$ cat src/rtl/gate_unit_pipe.sv
// gate_unit_pipe: registered bitwise gate unit with a DEPTH-entry result FIFO.
// One of eight bitwise ops (AND, OR, NOT a, XOR, NAND, NOR, XNOR, BUF a) is
// applied to a/b on accept and the result is queued for a possibly stalling
// consumer.
// Optional feature macro: GATE_STATS_EN adds the op_count port, a wrapping
// count of accepted transactions.
//
// Handshake: a transfer happens on a rising edge where valid && ready.
// in_ready depends only on registered occupancy, so it never looks at
// out_ready. When the FIFO is full, no push is taken that cycle, even if a pop
// frees a slot in the same cycle. out_valid stays high until a pop, and y is
// stable while out_valid && !out_ready. y reads as 0 whenever the FIFO is
// empty.
module gate_unit_pipe #(
  parameter int WIDTH = 8,
  parameter int DEPTH = 4,
  parameter int CNT_W = 16
) (
  input  logic             clk,
  input  logic             rst_n,
  input  logic             in_valid,
  output logic             in_ready,
  input  logic [WIDTH-1:0] a,
  input  logic [WIDTH-1:0] b,
  input  logic [2:0]       op,
  output logic             out_valid,
  input  logic             out_ready,
  output logic [WIDTH-1:0] y
`ifdef GATE_STATS_EN
  ,
  output logic [CNT_W-1:0] op_count
`endif
);

  localparam int PTR_W = $clog2(DEPTH);
  localparam logic [PTR_W:0] OCC_FULL = (PTR_W + 1)'(DEPTH);

  logic [WIDTH-1:0] mem_q [DEPTH];
  logic [PTR_W-1:0] wr_ptr_q, wr_ptr_d;
  logic [PTR_W-1:0] rd_ptr_q, rd_ptr_d;
  logic [PTR_W:0]   occ_q, occ_d;
  logic [WIDTH-1:0] result;
  logic             full, empty, push, pop;

  assign full      = (occ_q == OCC_FULL);
  assign empty     = (occ_q == '0);
  assign in_ready  = !full;
  assign out_valid = !empty;
  assign push      = in_valid && in_ready;
  assign pop       = out_valid && out_ready;
  assign y         = empty ? '0 : mem_q[rd_ptr_q];

  // Bitwise gate selected by op; b is unused by NOT and BUF.
  always_comb begin
    result = a;
    case (op)
      3'b000:  result = a & b;
      3'b001:  result = a | b;
      3'b010:  result = ~a;
      3'b011:  result = a ^ b;
      3'b100:  result = ~(a & b);
      3'b101:  result = ~(a | b);
      3'b110:  result = ~(a ^ b);
      default: result = a;
    endcase
  end

  // Pointer and occupancy next state; pointers wrap naturally at DEPTH.
  always_comb begin
    wr_ptr_d = wr_ptr_q;
    rd_ptr_d = rd_ptr_q;
    occ_d    = occ_q;
    if (push) wr_ptr_d = wr_ptr_q + 1'b1;
    if (pop)  rd_ptr_d = rd_ptr_q + 1'b1;
    if (push && !pop)      occ_d = occ_q + 1'b1;
    else if (pop && !push) occ_d = occ_q - 1'b1;
  end

  // FIFO control registers; reset discards everything queued.
  always_ff @(posedge clk or negedge rst_n) begin
    if (!rst_n) begin
      wr_ptr_q <= '0;
      rd_ptr_q <= '0;
      occ_q    <= '0;
    end else begin
      wr_ptr_q <= wr_ptr_d;
      rd_ptr_q <= rd_ptr_d;
      occ_q    <= occ_d;
    end
  end

  // Result storage, written at the tail on every accepted push.
  always_ff @(posedge clk or negedge rst_n) begin
    if (!rst_n) begin
      for (int i = 0; i < DEPTH; i++) mem_q[i] <= '0;
    end else if (push) begin
      mem_q[wr_ptr_q] <= result;
    end
  end

`ifdef GATE_STATS_EN
  logic [CNT_W-1:0] op_count_q;

  // Accepted-transaction counter; wraps at 2^CNT_W and ignores pops.
  always_ff @(posedge clk or negedge rst_n) begin
    if (!rst_n) op_count_q <= '0;
    else if (push) op_count_q <= op_count_q + 1'b1;
  end

  assign op_count = op_count_q;
`endif

endmodule
$ cat config.mk
export PLATFORM = sky130hd
export DESIGN_NAME = gate_unit_pipe
export DESIGN_NICKNAME = d
export VERILOG_FILES = /design/src/rtl/gate_unit_pipe.sv
export SDC_FILE = /design/constraint.sdc
export NUM_CORES = 1
export LEC_CHECK = 0
export BUFFER_PORTS_ARGS = -buffer_cell sky130_fd_sc_hd__buf_2
export CORE_MARGIN = 4
export CORE_UTILIZATION = 25
export CTS_BUF_LIST = sky130_fd_sc_hd__clkbuf_8 sky130_fd_sc_hd__clkbuf_16
export DETAILED_ROUTE_END_ITERATION = 10
export GPL_TIMING_DRIVEN = 0
export RECOVER_POWER = 100
export REMOVE_ABC_BUFFERS = 1
export SETUP_SLACK_MARGIN = 0.4
export SLEW_MARGIN = 20
export SYNTH_ARGS = -nofsm -noshare
export SYNTH_HDL_FRONTEND = slang
export SYNTH_SLANG_ARGS = --single-unit
$ cat constraint.sdc
create_clock -name clk -period 2.54 [get_ports clk]
set_input_delay 0.635 -clock clk [delete_from_list [all_inputs] [get_ports clk]]
set_output_delay 0.635 -clock clk [all_outputs]
set_load 0.05 [all_outputs]
# Word level (Yosys, flattened, before mapping)
# Cells that the tools add are included.
[classes] n_lt_le_gt_ge=3 n_div=0 n_addsub=4 muxes=10 n_reduce_logical=12 bitwise=9 eq_ne=7 shift=0 multipliers=0
[op_table] operator="case mux 8 bit (7 select lines)" n=1
[op_table] operator="bitwise mux 32 bit" n=1
[op_table] operator="two-way mux 8 bit" n=4
[op_table] operator="NOT 8 bit" n=4
[op_table] operator="binary-select mux 8 bit (select 2 bit)" n=1
[op_table] operator="demux 8 bit (select 2 bit)" n=1
[op_table] operator="equality test 3 bit, second input constant" n=4
[op_table] operator="AND 8 bit" n=1
[op_table] operator="bitwise OR 8 bit" n=1
[op_table] operator="XOR 8 bit" n=1
[op_table] operator="equality test 3 x 2 -> 1 bit, second input constant" n=2
[op_table] operator="greater-or-equal comparator 3 bit, second input constant" n=2
[op_table] operator="logical NOT 3 bit" n=2
[op_table] operator="two-way mux 3 bit" n=2
[op_table] operator="NOT 2 -> 3 bit" n=2
[op_table] operator="logical AND 1 bit" n=5
[op_table] operator="adder 2 x 1 -> 2 bit, second input constant" n=2
[op_table] operator="logical NOT 1 bit" n=4
[op_table] operator="adder 3 x 1 -> 3 bit, second input constant" n=1
[op_table] operator="equality test 3 x 1 -> 1 bit, second input constant" n=1
[op_table] operator="< comparator 3 x 1 -> 1 bit, second input constant" n=1
[op_table] operator="subtractor 3 x 1 -> 3 bit, second input constant" n=1
[op_table] operator="nonzero test 2 bit" n=1
[totals] wordCells=52 reg_bits=39 memories=0 in_bits=23 out_inout_bits=10 romBits=0 latch_bits=0 ram_bits=0

# Depth between registers and ports, before layout
[depth] depth_word=7 mapped_depth=10 mapped_depth_nobuf=9

# Least setup slack after synthesis
# Ideal clock, no wire load.
[synth_timing] path_kind="reg-to-output" start="register occ_q[0]" end="output port y[0]" required_time_ps=1905 path_stages_with_launch=4 path_buffers=1 setup_slack_ps=280 arrival_time_ps=1625 cell_sequence="dfrtp_1 > or3_1 > clkbuf_1 > and2_1"
[synth_between] elab_chain_len=2
[synth_rtl] element="from (decl)" line_no="41" text="logic [PTR_W:0] occ_q, occ_d;"
[synth_rtl] element="from (signal assigned)" line_no="84" text="occ_q <= '0;"
[synth_rtl] element="from (signal assigned)" line_no="88" text="occ_q <= occ_d;"
[synth_rtl] element="logical NOT 3 bit" line_no="46" text="assign empty = (occ_q == '0);"
[synth_rtl] element="two-way mux 8 bit" line_no="51" text="assign y = empty ? '0 : mem_q[rd_ptr_q];"
[synth_rtl] element="to (decl)" line_no="28" text="output logic [WIDTH-1:0] y"
# Every way passes these cells.

# Worst setup path in the final report
[layout_timing] start="register rd_ptr_q[0]" end="output port y[7]"
[layout_between] elab_chain_len=5
[layout_rtl] element="from (decl)" line_no="40" text="logic [PTR_W-1:0] rd_ptr_q, rd_ptr_d;"
[layout_rtl] element="from (signal assigned)" line_no="87" text="rd_ptr_q <= rd_ptr_d;"
[layout_rtl] element="NOT 2 -> 3 bit (implied by the code)" line_no="51"
[layout_rtl] element="binary-select mux 8 bit (select 2 bit)" line_no="51"
[layout_rtl] element="two-way mux 8 bit (implied by the code) (2 in series)" line_no="51"
[layout_rtl] element="two-way mux 8 bit" line_no="51"
# Every way passes these cells. The select of a mux whose other input is x is not followed.

==> impl_metrics.py <==
metrics = {
    "clocking": {
        "htreeDepth": 2,
        "cts.clk_slew.worst_paths_ns": 0.07,
        "numCtsBuffers": 5,
        "tritoncts": "done",
        "clk_latency_ns": 0.30,
        "max-clock-path-buffers": 2,
        "clock-sinks": 39,
        "ctsRootBufferMaster": "clkbuf_8",
    },
    "setup_path": {
        "cp-end-kind": "primary output",
        "crit_chain": "clkbuf_2 > mux4_2 > and2_4 > buf_8",
        "start_kind": "flip-flop",
        "crit_path_max_fanout": 4,
        "cpPeakStageDelay_ns": 0.51,
        "crit_slowest_cell": "mux4_2",
        "worstSetupPathType": "flip-flop to primary output",
        "worstPathArrival_ns": 1.73,
        "worstPathRequired_ns": 1.90,
    },
    "drt": {
        "drt_wl_total_um": 5935,
        "vias_per_cell": 4.674,
        "vias": 2019,
        "drtIter0Drc": 133,
        "wire_per_inst_um": 13.74,
        "dr.pass1.iters": 4,
        "drc_errors": 0,
        "ant_nets": 0,
    },
    "floorplanning": {
        "die_x_um": 111.3,
        "design.die.area_sq_um": 12380,
        "die_h_um": 111.3,
        "num_io_pins": 33,
        "rows": 37,
        "fp.coreArea_sq_um": 10370,
        "start_util_pct": 25.71,
    },
    "min_path": {
        "hold_path_class": "flip-flop to flip-flop",
    },
    "synthesis": {
        "synth_edf_count": 0,
        "ys.flop_type": "dfrtp_1",
        "syn_area_sq_um": 2666,
        "async_flop_share_pct": 100.0,
        "ys_ff_latch": 39,
        "ys_seq_area_share_pct": 36.60,
        "syn_inst": 266,
        "yosysWarningCount": 0,
        "yosys.area.top_type": "dfrtp_1",
        "synth.avg_cell_area_sq_um": 10.02,
        "yosysTopAreaCellShare_pct": 36.60,
        "ys_top_cells_by_area": "dfrtp_1 (37%), ha_1 (9.9%), mux4_2 (6.8%), o31ai_1 (6.8%), mux2_2 (5.1%)",
        "synth.distinct_cells": 44,
    },
    "grt": {
        "grt_use_total_pct": 10.02,
        "grt_max_degree": 40,
        "antenna_found_initial": 0,
        "grt_pass1_wl_um": 10200,
        "overflow": 0,
        "grt_pass1_vias": 2010,
    },
    "power": {
        "power.leakage_nw": 1.431,
        "powerDensity_nw_per_um2": 1186,
        "ir_drop_uv": 726.9,
    },
    "place": {
        "io_buffers": 32,
        "gp_congestion": 0.7118,
        "post_dp_cell_area_sq_um": 2912,
        "hpwl_um": 4182,
    },
    "timing": {
        "tns_ns": 0,
        "worst_slew_pin_slew_ns": 1.005,
        "timing.fmax_ghz": 0.4231,
        "finalCritPeriodShare_pct": 93.06,
        "setup_viol": 0,
        "rsz0062_at_grt": "true",
        "slew_viol_final": 0,
        "finClkSkew_ns": 0.006934,
        "slew_headroom_pct": 32.99,
        "hold_viol": 0,
        "period_minus_slack_ns": 2.364,
    },
    "cells_and_area": {
        "syn_to_final_growth_pct": 18.49,
        "stdcell_area_sq_um": 3159,
        "finalNetCount": 341,
        "diodes": 0,
        "drive_above_1_share_pct": 26.01,
    },
    "flow_run": {
        "max-cap-violations": 0,
    },
    "outcome": {
        "status": "finished, final reports clean",
    },
}
==> stage by stage <==
stage	power, mW	worst slack, ns	cells	utilization (%)	hold WS (ns)
floorplan	2.417	0.1695	250	-	0.3394
global placement	2.792	0.1800	418	28.08	0.4544
detailed placement	2.852	0.1697	418	28.08	0.4625
CTS	3.779	0.1951	429	30.47	0.4814
global route	3.997	0.08685	432	30.47	0.4969
finish	3.746	0.1764	432	30.47	0.4774
==> registers in the layout (all words and copies together) (netlist names) <==
register and count:
rd_ptr_q 2, occ_q 3, wr_ptr_q 2, mem_q 32
==> cell usage in the layout (no fill, tap or decap), types with 6 or more instances in the layout <==
cell type  netlist  layout
buf_2           11      20
inv_1           20      20
nor2_1          13      13
nand3_1         13      13
o31ai_1         24      24
o22ai_1          6       6
nand2_1         31      31
buf_8            0       7
mux4_2           8       8
mux2_2          12      12
ha_1            21      21
dfrtp_1         39      36
==> power breakdown <==
part	total [mW]	switching (mW)	internal [mW]
Sequential	1.13	0.204	0.925
Clock	0.509	0.222	0.287
Combinational	2.11	1.11	0.997
==> cell usage after synthesis (4+ instances only) <==
cell	n
xnor2_1	5
nor2_1	13
mux4_2	8
o31ai_1	24
o22ai_1	6
or3b_1	5
dfrtp_1	39
mux2_1	4
ha_1	21
buf_2	11
inv_1	20
mux2_2	12
nand3_1	13
and2_1	8
nand2_1	31
nor3_1	5
==> worst paths after layout <==
| kind | start | to | slack, ns | cells past startpoint |
|---|---|---|---|---|
| min | mem_q[20] | mem_q[20] | 0.48 | 2 |
| min in group asynchronous | rst_n | mem_q[14] | 0.50 | 1 |
| max in group asynchronous | rst_n | rd_ptr_q[0] | 1.31 | 1 |
| max | rd_ptr_q[0] | y[7] | 0.18 | 4 |
| min reg2reg | mem_q[20] | mem_q[20] | 0.48 | 2 |
| max reg2reg | occ_q[1] | occ_q[1] | 0.36 | 7 |
==> critical path, delay by kind of cell, from the launching register on <==
family	cells	cell delay, ns
muxes	1	0.51
DFF	1	0.43
buffers and inverters	2	0.34
and+or+nand+nor	1	0.15
==> timing repair <==
| action | in CTS | in global routing |
|---|---|---|
| endpoints found under the hold margin | 0 | 0 |
| buffers inserted | 3 | 3 |
| hold buffers | 0 | 0 |
| gates cloned | 1 | 0 |
| gates resized for setup | 33 | 9 |
| pin swaps | 4 | 6 |
| endpoints found under the setup margin | 11 | 10 |
==> final cells by class <==
cell class / count / area, sq um
repair buffers: 38 / 282.8
inverters: 21 / 78.83
fillers: 1116 / 7211
clock buffers: 5 / 68.82
multi-input cells: 191 / 1539
clock inverters: 2 / 37.54
flip-flops and latches: 39 / 982.2
well taps: 136 / 170.2
==> layer usage <==
| metal | wire length [um] | vias up | global-route usage (%) |
|---|---|---|---|
| met1 | 3083 | 973 | 14.82 |
| met3 | 229 | 4 | 2.784 |
| met2 | 2582 | 35 | 14.64 |
| li1 | - | 1007 | - |
| met4 | 41 | 0 | 1.946 |
| met5 | 0 | - | 0 |
==> cell families (layout without fill, tap and decap cells) <==
logic type	Yosys count	count (layout)	share of synthesized area [%]
compound gates	47	47	13.33
xor+xnor	7	7	2.299
fa+ha+maj	22	22	10.61
buf+inv	37	66	6.147
flops	39	39	36.60
mux	26	26	14.27
simple gates	88	89	16.75
Note: power is estimated with default switching activity, not from simulation.
